--- config.mk ---
export PLATFORM = sky130hd
export DESIGN_NAME = dff_pipe_vr
export DESIGN_NICKNAME = d
export VERILOG_FILES = /design/src/rtl/dff_pkg.sv /design/src/rtl/dff_pipe_vr_stage.sv /design/src/rtl/dff_pipe_vr.sv
export SDC_FILE = /design/constraint.sdc
export NUM_CORES = 1
export LEC_CHECK = 0
export CAP_MARGIN = 5
export CORE_ASPECT_RATIO = 2
export CORE_UTILIZATION = 43
export DETAILED_ROUTE_END_ITERATION = 8
export PLACE_DENSITY = 0.84
export SLEW_MARGIN = 20
export SYNTH_ARGS = -nofsm -noshare
export SYNTH_HDL_FRONTEND = slang
export SYNTH_SLANG_ARGS = --single-unit
--- constraint.sdc ---
create_clock -name clock -period 4.3 [get_ports clock]
set_input_delay 1.29 -clock clock [delete_from_list [all_inputs] [get_ports clock]]
set_output_delay 1.29 -clock clock [all_outputs]
set_load 0.005 [all_outputs]
--- src/rtl/dff_pkg.sv ---
// Shared constants and helpers for the dff register family.
package dff_pkg;

    localparam int unsigned DFF_DATA_WIDTH = 32;
    localparam int unsigned DFF_DEPTH      = 2;

    // Width needed to hold an occupancy of 0..depth.
    function automatic int unsigned count_width(input int unsigned depth);
        return $clog2(depth + 1);
    endfunction

endpackage

--- src/rtl/dff_pipe_vr_stage.sv ---
// One valid/data register stage of dff_pipe_vr; enable comes from the handshake.
// Data reset is present only when DFF_PIPE_VR_DATA_RESET_EN is defined.
module dff_pipe_vr_stage
    import dff_pkg::*;
#(
    parameter int unsigned              DATA_WIDTH  = DFF_DATA_WIDTH,
    parameter logic [DATA_WIDTH-1:0]    RESET_VALUE = '0
) (
    input  logic                  clock,
    input  logic                  reset_n,
    input  logic                  flush,
    input  logic                  up_valid,
    input  logic [DATA_WIDTH-1:0] up_data,
    input  logic                  dn_ready,
    output logic                  valid,
    output logic [DATA_WIDTH-1:0] data,
    output logic                  rdy
);

    logic                  valid_q;
    logic [DATA_WIDTH-1:0] data_q;
    logic                  load;

    // An empty stage always accepts, so bubbles collapse under a stall.
    assign rdy  = !valid_q || dn_ready;
    assign load = !flush && rdy && up_valid;

    always_ff @(posedge clock or negedge reset_n) begin
        if (!reset_n) begin
            valid_q <= 1'b0;
        end else if (flush) begin
            valid_q <= 1'b0;
        end else if (rdy) begin
            valid_q <= up_valid;
        end
    end

`ifdef DFF_PIPE_VR_DATA_RESET_EN
    always_ff @(posedge clock or negedge reset_n) begin
        if (!reset_n) begin
            data_q <= RESET_VALUE;
        end else if (load) begin
            data_q <= up_data;
        end
    end
`else
    logic unused_reset_value;
    assign unused_reset_value = ^RESET_VALUE;

    always_ff @(posedge clock) begin
        if (load) begin
            data_q <= up_data;
        end
    end
`endif

    assign valid = valid_q;
    assign data  = data_q;

endmodule

--- src/rtl/dff_pipe_vr.sv ---
// DEPTH-stage valid/ready pipeline register with flush and occupancy counter.
// Define DFF_PIPE_VR_DATA_RESET_EN to reset the data registers to RESET_VALUE.
module dff_pipe_vr
    import dff_pkg::*;
#(
    parameter int unsigned              DATA_WIDTH  = DFF_DATA_WIDTH,
    parameter int unsigned              DEPTH       = DFF_DEPTH,
    parameter logic [DATA_WIDTH-1:0]    RESET_VALUE = '0
) (
    input  logic                             clock,
    input  logic                             reset_n,
    input  logic                             flush,
    input  logic                             in_valid,
    output logic                             in_ready,
    input  logic [DATA_WIDTH-1:0]            in_data,
    output logic                             out_valid,
    input  logic                             out_ready,
    output logic [DATA_WIDTH-1:0]            out_data,
    output logic [count_width(DEPTH)-1:0]    count
);

    localparam int unsigned CW = count_width(DEPTH);

    logic                  valid_s [DEPTH];
    logic [DATA_WIDTH-1:0] data_s  [DEPTH];

    for (genvar i = 0; i < DEPTH; i++) begin : g_stage
        logic                  up_valid;
        logic [DATA_WIDTH-1:0] up_data;
        logic                  dn_ready;
        // Per-stage ready kept local so the ready chain is not one looped variable.
        logic                  rdy;

        if (i == 0) begin : g_head
            assign up_valid = in_valid;
            assign up_data  = in_data;
        end else begin : g_body
            assign up_valid = valid_s[i-1];
            assign up_data  = data_s[i-1];
        end

        if (i == DEPTH - 1) begin : g_tail
            assign dn_ready = out_ready;
        end else begin : g_mid
            assign dn_ready = g_stage[i+1].rdy;
        end

        dff_pipe_vr_stage #(
            .DATA_WIDTH  (DATA_WIDTH),
            .RESET_VALUE (RESET_VALUE)
        ) u_stage (
            .clock    (clock),
            .reset_n  (reset_n),
            .flush    (flush),
            .up_valid (up_valid),
            .up_data  (up_data),
            .dn_ready (dn_ready),
            .valid    (valid_s[i]),
            .data     (data_s[i]),
            .rdy      (rdy)
        );
    end

    assign in_ready  = g_stage[0].rdy && !flush;
    assign out_valid = valid_s[DEPTH-1] && !flush;
    assign out_data  = data_s[DEPTH-1];

    logic          in_fire;
    logic          out_fire;
    logic [CW-1:0] count_q;
    logic [CW-1:0] count_d;

    assign in_fire  = in_valid && in_ready;
    assign out_fire = out_valid && out_ready;

    always_comb begin
        count_d = count_q;
        if (flush) begin
            count_d = '0;
        end else if (in_fire && !out_fire) begin
            count_d = count_q + 1'b1;
        end else if (out_fire && !in_fire) begin
            count_d = count_q - 1'b1;
        end
    end

    always_ff @(posedge clock or negedge reset_n) begin
        if (!reset_n) begin
            count_q <= '0;
        end else begin
            count_q <= count_d;
        end
    end

    assign count = count_q;

endmodule

# Yosys cells after proc, flatten, opt, wreduce, memory -nomap -nowiden
# Index checks and enable logic that the tools add are counted.
# op_classes
n_addsub,2
n_mux,7
n_reduce_logical,18
# ops
op,count
1-bit logical AND,8
2-bit two-way mux,3
1-bit logical NOT,5
1-bit two-way mux,4
2-bit nonzero test,2
3-bit nonzero test,1
2-bit by 1-bit adder with 2-bit output (second input constant),1
1-bit logical OR,2
2-bit by 1-bit subtractor with 2-bit output (second input constant),1
# totals
reg_bits,68
in_bits,37
out_inout_bits,36
wordCells,32

# Longest topological paths before layout
# logic_depth
depth_word,10
depth_mapped,4
mapped_depth_nobuf,3

# Hierarchy
# A second synthesis with hierarchy kept.
# unflattened
cells_unflattened,92
area_unflattened_um2,2204.6
# by_module_without_submodules
module,instances,cells_per_inst,area_per_inst_um2,seq_area_each_um2
dff_pipe_vr_stage,2,37,1021.0,985.9
dff_pipe_vr,1,18,162.7,50.0

# Worst setup path before layout
# No wires, ideal clock.
# synth_path
path_kind,input to register
start,input flush
end,register g_stage[1].u_stage.data_q[0] (enable)
setup_time_ns,0.468
t_arrival_ns,3.798
required_time_ns,3.832
setup_slack_ns,0.034
cell_stages,2
path_buffers,1
cell_sequence,buf_6 nor3b_1
# synth_via
elab_chain_len,3
# synth_rtl
item,line_no,source
start: declaration,dff_pipe_vr.sv:12,"input logic flush,"
1-bit logical NOT,dff_pipe_vr_stage.sv:26,assign load = !flush && rdy && up_valid;
1-bit logical AND (2 in a row),dff_pipe_vr_stage.sv:26,
net g_stage[1].u_stage.load,dff_pipe_vr_stage.sv:22,logic load;
end signal: assignment,dff_pipe_vr_stage.sv:52,data_q <= up_data;
end: declaration,dff_pipe_vr_stage.sv:21,logic [DATA_WIDTH-1:0] data_q;
# The timed path passes the listed nets, and every way through them passes these cells.
# A chain may end at the register's enable or synchronous reset.

# Worst setup path after layout
# layout_path
start,input out_ready
end,output in_ready
# layout_via
elab_chain_len,3
# layout_rtl
item,line_no,source
start: declaration,dff_pipe_vr.sv:17,"input logic out_ready,"
1-bit logical OR (2 in a row),dff_pipe_vr_stage.sv:25,assign rdy = !valid_q || dn_ready;
1-bit logical AND,dff_pipe_vr.sv:64,assign in_ready = g_stage[0].rdy && !flush;
end: declaration,dff_pipe_vr.sv:14,"output logic in_ready,"
# No other way between the ends.

==> key figures <==
Run status
  • Outcome: finished clean

STA
  • Period Utilization, post-route: 0.928
  • Setup_tns: 0 ns
  • Fin crit period: 3.99 ns
  • Setup Skew: approximately 0.0093 ns
  • Post-route setup slack: a little over 0.3 ns
  • Final hold slack: ~0.42 ns
  • Least-Margin Pin Slew: about 0.40 ns
  • Final hold vios: 0
  • Slew headroom: 0.731
  • Max-slew violation count: 0
  • RSZ-0062 raised after global routing: false
  • # setup viols final: 0
  • Fmax: around 250 MHz

Clock network
  • Clk slew on worst S/H paths: around 0.060 ns
  • Cts bufs inserted: 9
  • Root Buffer: clkbuf_8
  • CTS tree: done
  • Max Root-Sink Buffers: 2
  • H-Tree Depth: 3
  • Post-CTS sizing: 0
  • Hold_buf cts: 0
  • Worst-Skew Late Latency: 0.33 ns
  • Post-CTS Setup Bufs: 0
  • Sink Count: 68

Yosys
  • Syn Area/Cell: approximately 24 um^2
  • Mapped Cells: 92
  • Warnings from Yosys: 0
  • Mapped cell area: 0.00220 mm^2
  • Yosys cell types: 16
  • FF+latch count, synth: about 70
  • Yosys top cell by area: edfxtp_1
  • Synth Net Count: between 100 and 150
  • Synth top area cells: edfxtp_1 88%, dfrtp_1 4.6%, nor2_1 1.4%, and3b_1 1.2%, and2b_2 0.80%
  • Post-synthesis sequential area ratio: 0.921
  • Post-synth top area share: 0.875

Final layout
  • Commonest non-fill, non-tap cell in the layout: clkdlybuf4s50_1
  • Ant diodes: 0
  • Fill cells: 330
  • P&R area growth vs syn: 44.6%
  • Net count of the finished layout: 213
  • Final non-filler cell area: 0.00317 mm^2
  • Most frequent cells in the layout: 72 x clkdlybuf4s50_1, 64 x edfxtp_1, 11 x clkbuf_8, 7 x nor2_1, 4 x dfrtp_1
  • Layout cells sized above 1: 0.133
  • Sequential cell area: just over 0.002 mm^2
  • Multi-input gate area: between 150 and 200 um^2

GRT
  • Tot GR Track Use: 0.156
  • GR Overflow Total: 0
  • First-pass GRT wire length: between 5000 and 6000 um
  • Initial antenna violation count: 0
  • Vias in the first global route: roughly 1100
  • Largest net degree at the start of global routing: 33

Routing
  • DR WL/cell: 15.7 um
  • Post-route ant nets: 0
  • DRT iter0 DRCs: 36
  • DRC: 0
  • Total wire length: roughly 3700 um
  • Via-to-Cell Ratio: roughly 4.7
  • Vias: 1124
  • DRT Pass-1 Iters: 4

Critical path
  • Worst path slowest cell: clkdlybuf4s50_1
  • Crit. End Element: output pin
  • Crit path arrival time: 2.70 ns
  • Stages on worst setup path: 4
  • CP required: about 3.0 ns
  • Worst r2r path cells: 3
  • Startpoint types: input pin
  • Crit path cell chain: clkdlybuf4s50_1, and3b_1, nor2_1, clkdlybuf4s50_1
  • CP bufs+invs: 2
  • Most frequent CP cell: clkdlybuf4s50_1
  • Slowest stage delay, CP: about 0.55 ns
  • Crit Path Max Fanout: 5
  • Kind of critical path: in2out
  • Cell family with most CP delay: buffers and inverters

Die
  • Row count: 36
  • Core area: slightly below 0.005 mm^2
  • Die height: around 100 um
  • Top Ports: 73
  • Die area: ~0.0054 mm^2
  • Die width: ~53 um
  • Initial Util: 0.447

Place
  • Routability cong.: around 0.75
  • IO buf count: approximately 70
  • Pre-CTS setup slack: about 0.32 ns
  • Dpl hpwl: approximately 2800 um
  • DP Area: around 0.003 mm^2

Min path
  • Hold Crit Depth: 0
  • Type of the most critical hold path: reg2reg

Power
  • Pwr per Cell Area: approximately 400 mW/mm^2
  • LEAKAGE: roughly 1.1 nW
  • Peak supply drop: a little over 0.3 mV

Run
  • Max-cap violations: 0
-- Yosys cell counts --
cell type	number
mux2_4	1
buf_6	1
and2b_2	2
a21oi_1	1
edfxtp_1	64
nor2_1	8
and3b_1	3
nand2b_1	1
and3b_2	1
nor2b_1	1
and2b_4	1
a22oi_2	1
o21ai_1	1
nor3b_1	1
mux2_2	1
dfrtp_1	4
-- layer usage --
| metal | global-route usage | routed length (um) | vias up |
|---|---|---|---|
| met1 | 0.153 | 1230 | 527 |
| met2 | 0.264 | 2160 | 60 |
| li1 | - | - | 527 |
| met4 | 0.0972 | 102 | 0 |
| met5 | 0 | 0 | - |
| met3 | 0.0605 | 258 | 10 |
-- where the power goes --
| group | switching (W) | internal (W) | leakage [nW] |
|---|---|---|---|
| sequential | 0.00000893 | 0.000752 | 0.646 |
| clock | 0.000205 | 0.000240 | 0.0867 |
| combinational | 0.0000281 | 0.0000534 | 0.376 |
-- cell type report --
type / count / area share
Timing Repair Buffer: 74 / 0.232
Sequential cell: 68 / 0.637
Multi-Input combinational cell: 23 / 0.0536
Clock buffer: 14 / 0.0512
Clock inverter: 2 / 0.00394
Tap cell: 57 / 0.0225
-- logic make-up (layout without fill, tap and decap cells) --
| kind of cell | after synthesis | count (layout) | share of synthesized area |
|---|---|---|---|
| flops | 68 | 68 | 0.921 |
| simple gates | 18 | 18 | 0.0519 |
| compound gates | 3 | 3 | 0.0103 |
| mux | 2 | 2 | 0.0120 |
| buf+inv | 1 | 90 | 0.00513 |
-- sequential cells by signal, summed over array words and instances (netlist names) --
name                   count
count                      2
g_stage.u_stage.valid      2
g_stage.u_stage.data      64
-- final timing paths --
kind                                            start                           to  slack (ns)
setup / recovery                            out_ready                     in_ready        0.31
hold / removal             g_stage[0].u_stage.data[5]   g_stage[1].u_stage.data[5]        0.42
setup reg to reg             g_stage[1].u_stage.valid  g_stage[0].u_stage.data[23]        2.80
hold reg to reg            g_stage[0].u_stage.data[5]   g_stage[1].u_stage.data[5]        0.42
max in group asynchronous                     reset_n     g_stage[1].u_stage.valid        2.94
min in group asynchronous                     reset_n     g_stage[0].u_stage.valid        1.18
-- metrics by stage --
step / utilization / instances / power, W
after floorplan: - / 92 / 0.000794
after global placement: 0.611 / 222 / 0.000850
after detailed placement: 0.611 / 222 / 0.000857
after CTS: 0.647 / 238 / 0.00130
after global routing: 0.647 / 238 / 0.00133
final: 0.647 / 238 / 0.00129
Note: power is estimated with default switching activity, not from simulation.
==> RTL change 1: new RTL, config.mk and constraints unchanged <==
Register the output `count` once more; this adds one clock of latency there. The other outputs are not delayed to match.
--- a/src/rtl/dff_pipe_vr.sv
+++ b/src/rtl/dff_pipe_vr.sv
@@ -94,3 +94,5 @@
 
-    assign count = count_q;
+    always_ff @(posedge clock) begin
+        count <= count_q;
+    end
 
Check against the original RTL: not equivalent (Yosys sat finds a counterexample within 4 cycles, from zero or initial values and one cycle with reset_n low).
==> RTL change 1 against the unedited design <==
- utilization decreased by 0.25 points
- routed wire length decreased by 5.9%
- highest routed layer unchanged
- final area decreased by 0.39%
- area after synthesis increased by 0.68%
- critical path type unchanged
- sequential power increased by 3.0%
- power decreased by 1.8%
- worst setup slack improved by 0.066 ns
- sequential cell count increased by 2
- largest power group unchanged
- sequential share of layout area increased by 1.5 points
==> RTL change 1: results (changes against the unedited design) <==
\begin{tabular}{lr}
\hline
Metric & Value \\
\hline
\multicolumn{2}{l}{\textbf{Synthesis}} \\
\quad Parity-gate share of the synthesized area counting xor and xnor cells & 0.792\% (+0.79 points) \\
\quad Multiplexer share of the synthesized area & 0\% (-1.2 points) \\
\quad FFs w/ async S/R, synth & 5.71\% (-0.17 points) \\
\quad Leading cell types by count after synthesis & sky130\_fd\_sc\_hd\_\_edfxtp\_1 (64), sky130\_fd\_sc\_hd\_\_nor2\_1 (7), sky130\_fd\_sc\_hd\_\_dfrtp\_1 (4) \\
\quad Top post-synthesis cells by area & sky130\_fd\_sc\_hd\_\_edfxtp\_1 (87\%), sky130\_fd\_sc\_hd\_\_dfrtp\_1 (4.5\%), sky130\_fd\_sc\_hd\_\_dfxtp\_1 (1.8\%), sky130\_fd\_sc\_hd\_\_nor2\_1 (1.2\%), sky130\_fd\_sc\_hd\_\_and3b\_1 (0.79\%) \\
\quad Total nets after synthesis & 131 (+1.6\%) \\
\quad Synth cell types & 19 (+3) \\
\quad Register area share after synthesis & 93.3\% (+1.2 points) \\
\multicolumn{2}{l}{\textbf{Cells and area}} \\
\quad Layout buffering overhead excluding clock cells & 23.0\% (-0.15 points) \\
\quad Fraction of layout instances using a drive strength above 1 & 8.33\% (-4.9 points) \\
\quad Multi-input logic cell count & 22 (-4.3\%) \\
\quad Fill cells & 324 (-1.8\%) \\
\quad Clock buffer and inverter area fraction after layout & 4.55\% (-0.97 points) \\
\quad Layout clock buffer count & 10 (-4) \\
\quad Non-clock buffer count & 73 (-1.4\%) \\
\quad Non-clock inverter total of the final layout & 1 (+1) \\
\multicolumn{2}{l}{\textbf{Global route}} \\
\quad Maximum number of pins on one net before global-route repair & 34 (+3.0\%) \\
\quad Via count of the first global-routing pass & 1132 (+3.8\%) \\
\multicolumn{2}{l}{\textbf{Power and ir drop}} \\
\quad Power drawn by the clock network & 394 uW (-12\%) \\
\quad Part of the total power dissipated in combinational logic & 6.8\% (+0.5 points) \\
\quad Switching Share & 19.0\% (+0.15 points) \\
\quad Leakage power total & 0.00109 uW (-1.7\%) \\
\multicolumn{2}{l}{\textbf{Route}} \\
\quad DRC violation total after the first TritonRoute iteration & 15 (-58\%) \\
\quad Vias per cell & 4.57 (-3.3\%) \\
\quad Total wire length after detailed routing & 3530 um (-5.9\%) \\
\multicolumn{2}{l}{\textbf{STA}} \\
\quad Largest clock skew in the final design & 0.00654 ns (-0.00276 ns) \\
\multicolumn{2}{l}{\textbf{Setup path}} \\
\quad R2R Path End & g\_stage[0].u\_stage.data[8] \\
\quad Top fanout value on the critical path & 3 (-2) \\
\quad Slack of the worst reg-to-reg path & 2.37 ns (-0.43 ns) \\
\multicolumn{2}{l}{\textbf{Run status}} \\
\quad Outcome & completed \\
\hline
\end{tabular}
-- RTL change 1: cell types whose count changed after synthesis, sizes merged, moves of 2 or more --
cell   unedited run  this run
and3b             4         2
and2b             3         1
dfxtp             0         2
mux2              2         0
-- RTL change 1: metrics by stage --
stage | std cells | hold WS, ns | total power (uW) | area (um^2) | util [%]
after floorplan | 94 | 0.400 | 820 | 2220 | -
after global placement | 223 | 0.401 | 879 | 3020 | 61.5
after detailed placement | 223 | 0.405 | 886 | 3020 | 61.5
after CTS | 237 | 0.414 | 1280 | 3160 | 64.4
after global routing | 237 | 0.424 | 1310 | 3160 | 64.4
final | 237 | 0.415 | 1270 | 3160 | 64.4
-- RTL change 1: worst max-delay path, stage by stage --
cell and delay [ns]:
sky130_fd_sc_hd__clkdlybuf4s50_1 0.49, sky130_fd_sc_hd__and3b_1 0.21, sky130_fd_sc_hd__nor2_1 0.12, sky130_fd_sc_hd__clkdlybuf4s50_1 0.52
==> RTL change 2: new RTL, config.mk and constraints unchanged <==
Without the edit above. Build with the macro `DFF_PIPE_VR_DATA_RESET_EN` defined.
--- a/src/rtl/dff_pipe_vr_stage.sv
+++ b/src/rtl/dff_pipe_vr_stage.sv
@@ -2,2 +2,4 @@
 // Data reset is present only when DFF_PIPE_VR_DATA_RESET_EN is defined.
+`define DFF_PIPE_VR_DATA_RESET_EN
+
 module dff_pipe_vr_stage
Function: changed (Yosys sat finds a counterexample within 4 cycles, from zero or initial values and one cycle with reset_n low).
==> RTL change 2 against the unedited design <==
- the run now ends with DRC left
- non-clock buffer count up 3
- via count increased by 40%
- routed wire length is 33% higher
- worst setup slack gained 0.076 ns
- critical path depth is the same
- count of clock-buffer cells in the layout down 1
- final area grew 17%
- area after synthesis grew 22%
- sequential share of layout area is 18 points lower
- sequential cell count unchanged
- clock skew shrank 0.0044 ns
Power is not compared: it rests on default switching activity, and its combinational part moved more than twofold at a synthesized area within 25%.
==> RTL change 2: results (changes against the unedited design) <==
\begin{tabular}{lr}
\hline
Metric & Value \\
\hline
\multicolumn{2}{l}{\textbf{Run status}} \\
\quad Outcome & finished with violations \\
\quad Violated checks & DRC \\
\multicolumn{2}{l}{\textbf{Synthesis}} \\
\quad Total nets after synthesis & 200 (+55\%) \\
\quad Synth cell types & 19 (+3) \\
\quad Leading cell types by count after synthesis & sky130\_fd\_sc\_hd\_\_dfrtp\_1 (68), sky130\_fd\_sc\_hd\_\_mux2\_2 (63), sky130\_fd\_sc\_hd\_\_buf\_6 (6), sky130\_fd\_sc\_hd\_\_nor2\_1 (6) \\
\quad FFs w/ async S/R, synth & 100\% (+94 points) \\
\quad Mean instance size in the synthesized netlist & 16.4 um\^{}2 (-31\%) \\
\multicolumn{2}{l}{\textbf{Cells and area}} \\
\quad Fraction of layout instances using a drive strength above 1 & 34.3\% (+21 points) \\
\quad Count of placed standard cells in the final layout, fillers left out & 311 (+31\%) \\
\quad Layout Nets & 281 (+32\%) \\
\multicolumn{2}{l}{\textbf{STA}} \\
\quad Setup ws final & 0.385 ns (+0.0756 ns) \\
\quad Max-slew headroom at the worst pin & 46.3\% (-27 points) \\
\multicolumn{2}{l}{\textbf{Route}} \\
\quad DRC violation total after the first TritonRoute iteration & 48 (+33\%) \\
\quad Routed length on met1 & 1840 um (+50\%) \\
\quad Total wire length after detailed routing & 4990 um (+33\%) \\
\quad Sum of met3 wire segment lengths after detailed routing & 198 um (-23\%) \\
\quad Vias per cell & 5.07 (+7.4\%) \\
\quad Remaining routing DRC violations & 4 (+4) \\
\multicolumn{2}{l}{\textbf{Setup path}} \\
\quad Critical Path AT & 2.63 ns (-0.07 ns) \\
\quad Slack of the worst reg-to-reg path & 2.51 ns (-0.29 ns) \\
\multicolumn{2}{l}{\textbf{Global route}} \\
\quad Overall routing resource usage & 17.4\% (+1.9 points) \\
\quad Global-route wire length before repair & 8250 um (+50\%) \\
\quad Via count of the first global-routing pass & 1762 (+62\%) \\
\multicolumn{2}{l}{\textbf{Place}} \\
\quad Placer Congestion & 0.781 (+3.8\%) \\
\quad Instance count after placement with tap cells included & 296 (+33\%) \\
\multicolumn{2}{l}{\textbf{Min path}} \\
\quad Worst hold path cell count & 1 (+1) \\
\multicolumn{2}{l}{\textbf{Clock network}} \\
\quad CTS Root Cell & sky130\_fd\_sc\_hd\_\_clkbuf\_16 \\
\hline
\end{tabular}
## RTL change 2: cell count changes after synthesis, sizes merged, moves of 2 or more
cell and change:
buf +6, edfxtp -64, nor2 -2, and2b -3, dfrtp +64, mux2 +63
nor2b +3
## RTL change 2: cell families after synthesis
family                 Yosys count  share of synthesized area (%)
buffers and inverters            7                           2.72
multiplexers                    65                           27.4
AND/OR/NAND/NOR                 18                           4.78
AO/OA/AOI/OAI                    5                           1.31
flip-flops                      68                           63.8
## RTL change 2: cell type report
class                   instances  area [um^2]  area share, %
flip-flops and latches         68         1700           46.0
multi-input cells              88          895           24.2
repair buffers                 77          756           20.4
clock buffers                  13          260           7.03
well taps                      63         78.8           2.13
clock inverters                 2         10.0          0.270
## RTL change 2: power breakdown
part           switching (uW)  total (uW)  internal, uW  leakage [uW]
clock                     242         658           416      0.000135
sequential               69.6         850           781      0.000810
combinational             116         411           296      0.000624
## RTL change 2: worst max-delay path: stages
cell and delay, ns:
sky130_fd_sc_hd__clkdlybuf4s50_1 0.48, sky130_fd_sc_hd__and3b_1 0.19, sky130_fd_sc_hd__nor2_1 0.14, sky130_fd_sc_hd__clkdlybuf4s50_1 0.53
## RTL change 2: path summary, 6_finish.rpt
check	start	end
setup / recovery	out_ready	in_ready
hold / removal	g_stage[0].u_stage.data[9]	g_stage[0].u_stage.data[9]
setup reg to reg	g_stage[1].u_stage.valid	g_stage[0].u_stage.data[26]
hold reg to reg	g_stage[0].u_stage.data[9]	g_stage[0].u_stage.data[9]
max in group asynchronous	reset_n	g_stage[1].u_stage.data[23]
min in group asynchronous	reset_n	count[1]
## RTL change 2: metal layers
metal,up-vias,global-route usage [%]
met2,42,29.2
met4,0,11.0
met5,-,0
met3,10,5.22
met1,794,18.7
li1,732,-
